==> src/rtl/mmio_arb_pkg.sv <==
// Shared types and bus widths for the MMIO bus arbiter.
package mmio_arb_pkg;

  typedef enum logic [1:0] {IDLE, ISSUE, WAIT, RESP} arb_state_t;

  localparam int MMIO_ADDR_W = 21;
  localparam int MMIO_DATA_W = 32;

endpackage

==> src/rtl/mmio_bus_arbiter_rr.sv <==
// Combinational round-robin picker: first requester at or after ptr, wrapping.
module rr_arbiter #(
  parameter int N  = 2,
  parameter int PW = (N > 1) ? $clog2(N) : 1
) (
  input  logic [N-1:0]  req,
  input  logic [PW-1:0] ptr,
  output logic [N-1:0]  gnt,
  output logic          vld
);

  logic [PW-1:0] idx;

  always_comb begin
    gnt = '0;
    vld = 1'b0;
    idx = '0;
    for (int k = 0; k < N; k++) begin
      idx = PW'((int'(ptr) + k) % N);
      if (!vld && req[idx]) begin
        gnt[idx] = 1'b1;
        vld      = 1'b1;
      end
    end
  end

endmodule

==> src/rtl/mmio_bus_arbiter.sv <==
// Round-robin sharing of the FPro MMIO bus between N_MST masters.
// Optional MMIO_ARB_LOCK_EN: a master may hold the bus across transactions.
module mmio_bus_arbiter
  import mmio_arb_pkg::*;
#(
  parameter int N_MST  = 2,
  parameter int RD_LAT = 0
) (
  input  logic                         clk,
  input  logic                         reset,
  input  logic [N_MST-1:0]             m_req,
  input  logic [N_MST-1:0]             m_wr,
  input  logic [N_MST*MMIO_ADDR_W-1:0] m_addr,
  input  logic [N_MST*MMIO_DATA_W-1:0] m_wr_data,
  input  logic [N_MST-1:0]             m_lock,
  output logic [N_MST-1:0]             m_gnt,
  output logic [N_MST-1:0]             m_done,
  output logic [MMIO_DATA_W-1:0]       m_rd_data,
  output logic                         mmio_cs,
  output logic                         mmio_wr,
  output logic                         mmio_rd,
  output logic [MMIO_ADDR_W-1:0]       mmio_addr,
  output logic [MMIO_DATA_W-1:0]       mmio_wr_data,
  input  logic [MMIO_DATA_W-1:0]       mmio_rd_data
);

  localparam int PW = (N_MST > 1) ? $clog2(N_MST) : 1;

  arb_state_t             state, state_n;
  logic [PW-1:0]          ptr, win_idx, own_idx, ptr_next;
  logic [N_MST-1:0]       arb_req, arb_gnt;
  logic                   arb_vld;
  logic                   cmd_wr;
  logic [MMIO_ADDR_W-1:0] cmd_addr;
  logic [MMIO_DATA_W-1:0] cmd_data;
  logic [2:0]             lat_cnt;

`ifdef MMIO_ARB_LOCK_EN
  logic          lock_vld;
  logic [PW-1:0] lock_owner;

  // A locked owner that is still requesting is the only candidate.
  always_comb begin
    arb_req = m_req;
    if (lock_vld && m_req[lock_owner])
      arb_req = N_MST'(1) << lock_owner;
  end
`else
  logic unused_lock;
  assign unused_lock = ^m_lock;
  assign arb_req     = m_req;
`endif

  rr_arbiter #(.N(N_MST), .PW(PW)) u_rr (
    .req (arb_req),
    .ptr (ptr),
    .gnt (arb_gnt),
    .vld (arb_vld)
  );

  always_comb begin
    win_idx = '0;
    for (int k = 0; k < N_MST; k++)
      if (arb_gnt[k]) win_idx = PW'(k);
    ptr_next = (win_idx == PW'(N_MST - 1)) ? '0 : win_idx + PW'(1);
  end

  always_comb begin
    state_n = state;
    case (state)
      IDLE:    if (arb_vld) state_n = ISSUE;
      ISSUE:   state_n = (cmd_wr || RD_LAT == 0) ? RESP : WAIT;
      WAIT:    if (lat_cnt == 3'd0) state_n = RESP;
      RESP:    state_n = IDLE;
      default: state_n = IDLE;
    endcase
  end

  // Outputs are registered from the current state, so the bus view trails
  // the state by one cycle: strobes are visible in the cycle after ISSUE and
  // read data is sampled on the edge that leaves RESP.
  always_ff @(posedge clk) begin
    if (!reset) begin
      state        <= IDLE;
      ptr          <= '0;
      own_idx      <= '0;
      lat_cnt      <= '0;
      m_gnt        <= '0;
      m_done       <= '0;
      m_rd_data    <= '0;
      mmio_cs      <= 1'b0;
      mmio_wr      <= 1'b0;
      mmio_rd      <= 1'b0;
      mmio_addr    <= '0;
      mmio_wr_data <= '0;
`ifdef MMIO_ARB_LOCK_EN
      lock_vld     <= 1'b0;
      lock_owner   <= '0;
`endif
    end else begin
      state     <= state_n;
      m_gnt     <= '0;
      m_done    <= '0;
      m_rd_data <= '0;
      mmio_cs   <= 1'b0;
      mmio_wr   <= 1'b0;
      mmio_rd   <= 1'b0;
      case (state)
        IDLE: begin
`ifdef MMIO_ARB_LOCK_EN
          if (lock_vld && !m_req[lock_owner]) lock_vld <= 1'b0;
`endif
          if (arb_vld) begin
            m_gnt    <= arb_gnt;
            own_idx  <= win_idx;
            cmd_wr   <= m_wr[win_idx];
            cmd_addr <= m_addr[int'(win_idx)*MMIO_ADDR_W +: MMIO_ADDR_W];
            cmd_data <= m_wr_data[int'(win_idx)*MMIO_DATA_W +: MMIO_DATA_W];
            ptr      <= ptr_next;
`ifdef MMIO_ARB_LOCK_EN
            lock_vld   <= m_lock[win_idx];
            lock_owner <= win_idx;
            if (m_lock[win_idx]) ptr <= win_idx;
`endif
          end
        end
        ISSUE: begin
          mmio_cs      <= 1'b1;
          mmio_wr      <= cmd_wr;
          mmio_rd      <= !cmd_wr;
          mmio_addr    <= cmd_addr;
          mmio_wr_data <= cmd_data;
          lat_cnt      <= 3'(RD_LAT - 1);
        end
        WAIT: lat_cnt <= lat_cnt - 3'd1;
        RESP: begin
          m_done    <= N_MST'(1) << own_idx;
          m_rd_data <= cmd_wr ? '0 : mmio_rd_data;
        end
        default: ;
      endcase
    end
  end

endmodule
==> config.mk <==
export PLATFORM = sky130hd
export DESIGN_NAME = mmio_bus_arbiter
export DESIGN_NICKNAME = d
export VERILOG_FILES = /design/src/rtl/mmio_arb_pkg.sv /design/src/rtl/mmio_bus_arbiter_rr.sv /design/src/rtl/mmio_bus_arbiter.sv
export SDC_FILE = /design/constraint.sdc
export NUM_CORES = 1
export LEC_CHECK = 0
export BUFFER_PORTS_ARGS = -buffer_cell sky130_fd_sc_hd__clkbuf_2
export CAP_MARGIN = 30
export CORE_UTILIZATION = 43
export DETAILED_ROUTE_END_ITERATION = 8
export PLACE_DENSITY = 0.75
export SLEW_MARGIN = 20
export SYNTH_ARGS = -nofsm -noshare
export SYNTH_HDL_FRONTEND = slang
export SYNTH_HIERARCHICAL = 1
export SYNTH_SLANG_ARGS = --single-unit
==> constraint.sdc <==
create_clock -name clk -period 2.5 [get_ports clk]
set_input_delay 0.125 -clock clk [delete_from_list [all_inputs] [get_ports clk]]
set_output_delay 0.125 -clock clk [all_outputs]
set_load 0.01 [all_outputs]
==> run_results.csv <==
group,metric,value,unit
run_status,result_of_the_run,"finished clean",
critical_path,worst-endpoint-required,2.66,ns
logic_synthesis,synth.top_cell.area_share,33.75,%
min_path,hp-class,"input port to flip-flop",
detailed_routing,dr.first_iter.drc_count,168,
clock_network,insertion_delay_of_the_later_clocked_pin_in_the_worst_skew_pair,0.41,ns
layout,fraction_of_layout_cells_with_a_size_suffix_above_1,47.03,%
sta,worst_pin_slew,0.5012,ns
layout,num-nets-final,847,
layout,synthToLayoutAreaGrowth,39.38,%
detailed_routing,vias,4049,
clock_network,tritoncts,"built",
min_path,timing.hold.worst_endpoint,"cmd_data[5]",
sta,tns,0,ns
critical_path,rr_worst_depth,5,
floorplanning,floorplan.die_area,14130,µm²
detailed_routing,ant_nets,0,
flow_run,maxCapViolCount,0,
logic_synthesis,netlist.top_cell.by_area,"sky130_fd_sc_hd__dfxtp_1",
power_and_ir_drop,vdd.ir_drop.worst,0.5775,mV
sta,min_period_over_period,87.71,%
clock_network,cts.reportedPaths.clkPinSlew,0.06,ns
sta,finalWorstPathRequiredPeriod,2.193,ns
logic_synthesis,synth_async_sr_flop_share,0,%
logic_synthesis,syn_area,5872,µm²
logic_synthesis,yosys_most_used_dff,"sky130_fd_sc_hd__dfxtp_1",
min_path,origin_of_the_worst_min_delay_path,"m_wr_data[37]",
layout,postLayoutCellArea,8184,µm²
sta,achievable-frequency,456.1,MHz
logic_synthesis,yosys-top-cells-count,"sky130_fd_sc_hd__dfxtp_1 (99), sky130_fd_sc_hd__mux2i_1 (55), sky130_fd_sc_hd__edfxtp_1 (54)",
placed_design,detailedPlacementHpwl,8.282,mm
sta,finalClockSkew,0.004899,ns
power_and_ir_drop,cellLeakagePower,0.003719,µW
clock_network,cts.sinks,153,
critical_path,cp-startpoint,"ptr",
logic_synthesis,synth-seq-area-share,61.37,%
global_routing,grt_first_pass_wirelength,19.90,mm
floorplanning,effective_utilization_at_floorplan,44.17,%
detailed_routing,wl_per_cell,14.16,µm
critical_path,worst-path-max-fanout,31,
layout,fillers,1053,
clock_network,clockBufferDepth,2,
detailed_routing,drt_pre_antenna_iters,4,
floorplanning,die_width,118.9,µm
global_routing,grt_start_max_net_pins,57,
global_routing,global_route.overflow_total,0,
floorplanning,die_y,118.9,µm
global_routing,antenna_found_initial,0,
global_routing,global_route.usage.total,18.18,%
clock_network,cts-root-buf,"sky130_fd_sc_hd__clkbuf_16",
logic_synthesis,postSynthNetCount,566,
critical_path,setup.worst_path.start_class,"flip-flop",
sta,unrepaired_setup_endpoints_after_global_routing,"no",
floorplanning,floorplan.rows,42,
power_and_ir_drop,power.density_cell_area,926.9,nW/µm²
sta,slew-limit-headroom,66.58,%
logic_synthesis,netlist_instances,414,
critical_path,worst-endpoint-arrival,2.35,ns
placed_design,place.gp.congestion,0.7281,
critical_path,setup.worst_path.class,"flip-flop to flip-flop",
critical_path,regToRegEndpoint,"cmd_addr[14]",
floorplanning,ioPinCount,238,
critical_path,timing.critical_path.to_type,"flip-flop",
sta,number_of_failing_hold_endpoints_at_the_final_stage,0,
detailed_routing,finalWirelength,12.52,mm
layout,antenna_cells_inserted,0,
floorplanning,fp.coreArea,13300,µm²
logic_synthesis,yosys.cell_count.top_type,"sky130_fd_sc_hd__dfxtp_1",
layout,sequential_cell_area,3603,µm²
placed_design,place_area,7161,µm²
logic_synthesis,unique_cell_type_count_in_the_yosys_netlist,28,
detailed_routing,routed_via_density,4.580,
clock_network,cts_buffer_count,17,
detailed_routing,drcViolationCount,0,
logic_synthesis,synthesis.area_per_instance,14.18,µm²
min_path,hold_depth,2,
critical_path,rrSetupSlack,0.31,ns
clock_network,ctsHtreeMaxLevel,4,
sta,timing.final.max_slew_violations,0,
logic_synthesis,postSynthRegisterBits,153,
logic_synthesis,synth_edf_count,54,
critical_path,worst_r2r_startpoint,"ptr",
global_routing,via_count_of_the_first_global_routing_pass,4261,
logic_synthesis,synth.area.top_cells,"sky130_fd_sc_hd__dfxtp_1 (34%), sky130_fd_sc_hd__edfxtp_1 (28%), sky130_fd_sc_hd__mux2i_1 (9.4%)",
placed_design,io_buffers,235,
logic_synthesis,yosysWarningCount,6,
sta,setup_viol,0,
layout,multiInputGateArea,2073,µm²
==> cells by family (layout without fill, tap and decap cells) <==
kind of cell	Yosys count	in the layout	share of synthesized area (%)
AO/OA/AOI/OAI	11	11	1.193
adder cells (fa/ha/maj)	6	6	1.278
buffers and inverters	30	324	3.750
flip-flops	153	153	61.37
multiplexers	109	109	21.52
AND/OR/NAND/NOR	105	105	10.89
==> registers in the layout, summed over array words and instances, names as in the netlist <==
register / flops
own_idx: 1
mmio_cs: 1
ptr: 1
mmio_wr: 1
mmio_wr_data: 32
m_gnt: 2
cmd_addr: 21
lat_cnt: 3
cmd_wr: 1
cmd_data: 32
m_rd_data: 32
m_done: 2
state: 2
mmio_addr: 21
mmio_rd: 1
==> worst max path at each step <==
stage | end | slack (ns) | depth (start not counted)
2_1_floorplan | cmd_addr[0] | 0.14 | 3
3_3_place_gp | cmd_data[17] | 0.87 | 4
3_5_place_dp | m_rd_data[6] | 0.79 | 4
4_1_cts | cmd_addr[14] | 0.30 | 5
5_1_grt | cmd_addr[14] | 0.18 | 5
6_report | cmd_addr[14] | 0.31 | 5
==> layout make-up <==
cell class                 instances  share of cell area [%]
inverter                           8                  0.3669
timing repair buffer             284                   20.35
clock inverter                     9                   1.009
clock buffer                      23                   6.222
multi-input combinational        231                   25.33
tap                              176                   2.691
sequential                       153                   44.03
==> placed cells by master (no fill, tap or decap), types with 5 or more instances in the layout <==
| master | n |
|---|---|
| sky130_fd_sc_hd__inv_1 | 8 |
| sky130_fd_sc_hd__edfxtp_1 | 54 |
| sky130_fd_sc_hd__nor2b_1 | 53 |
| sky130_fd_sc_hd__mux2_2 | 26 |
| sky130_fd_sc_hd__ha_1 | 5 |
| sky130_fd_sc_hd__dfxtp_1 | 99 |
| sky130_fd_sc_hd__mux2_4 | 28 |
| sky130_fd_sc_hd__clkbuf_2 | 235 |
| sky130_fd_sc_hd__mux2i_1 | 55 |
| sky130_fd_sc_hd__clkbuf_16 | 18 |
| sky130_fd_sc_hd__buf_4 | 5 |
| sky130_fd_sc_hd__nand2_1 | 7 |
| sky130_fd_sc_hd__and2_1 | 34 |
| sky130_fd_sc_hd__dlygate4sd3_1 | 42 |
==> where the power goes <==
| part | switching (µW) | internal, µW |
|---|---|---|
| Combinational | 925 | 915 |
| Clock | 944 | 1540 |
| Sequential | 194 | 3070 |
| Total | 2060 | 5520 |
==> critical path, cell delays in order (launching register included) <==
cell and delay [ns]:
sky130_fd_sc_hd__dfxtp_1 0.34, sky130_fd_sc_hd__inv_1 0.08, sky130_fd_sc_hd__a21boi_4 0.15, sky130_fd_sc_hd__buf_4 0.41, sky130_fd_sc_hd__mux2_2 0.38, sky130_fd_sc_hd__dlygate4sd3_1 0.56
==> per-layer routing <==
layer	wire (µm)	vias to the layer above	share of wire [%]	global-route usage [%]
li1	-	1990	-	-
met1	5183	1879	41	20.47
met2	6221	160	50	31.43
met3	858	20	6.9	5.364
met4	253	0	2.0	8.782
met5	0	-	0	0
==> per-stage QoR <==
step                util, %  power [µW]  instances  setup slack (ns)  hold WS, ns
floorplan                 -        4567        414            0.1408       0.2467
global placement      53.86        5039        809            0.8725       0.3239
detailed placement    53.86        5122        809            0.7948       0.3261
CTS                   61.47        7689        883            0.3028    0.0002081
global route          61.56        7981        884            0.1752     0.002813
finish                61.56        7586        884            0.3073      0.01768
==> what timing repair did <==
action                                  in CTS  in global routing
endpoints found under the hold margin       38                  0
resized for setup                            0                  0
buffers inserted                             0                  0
hold buffers                                42                  0
endpoints found under the setup margin       0                  0
No activity file was read; power rests on OpenSTA's default activity.
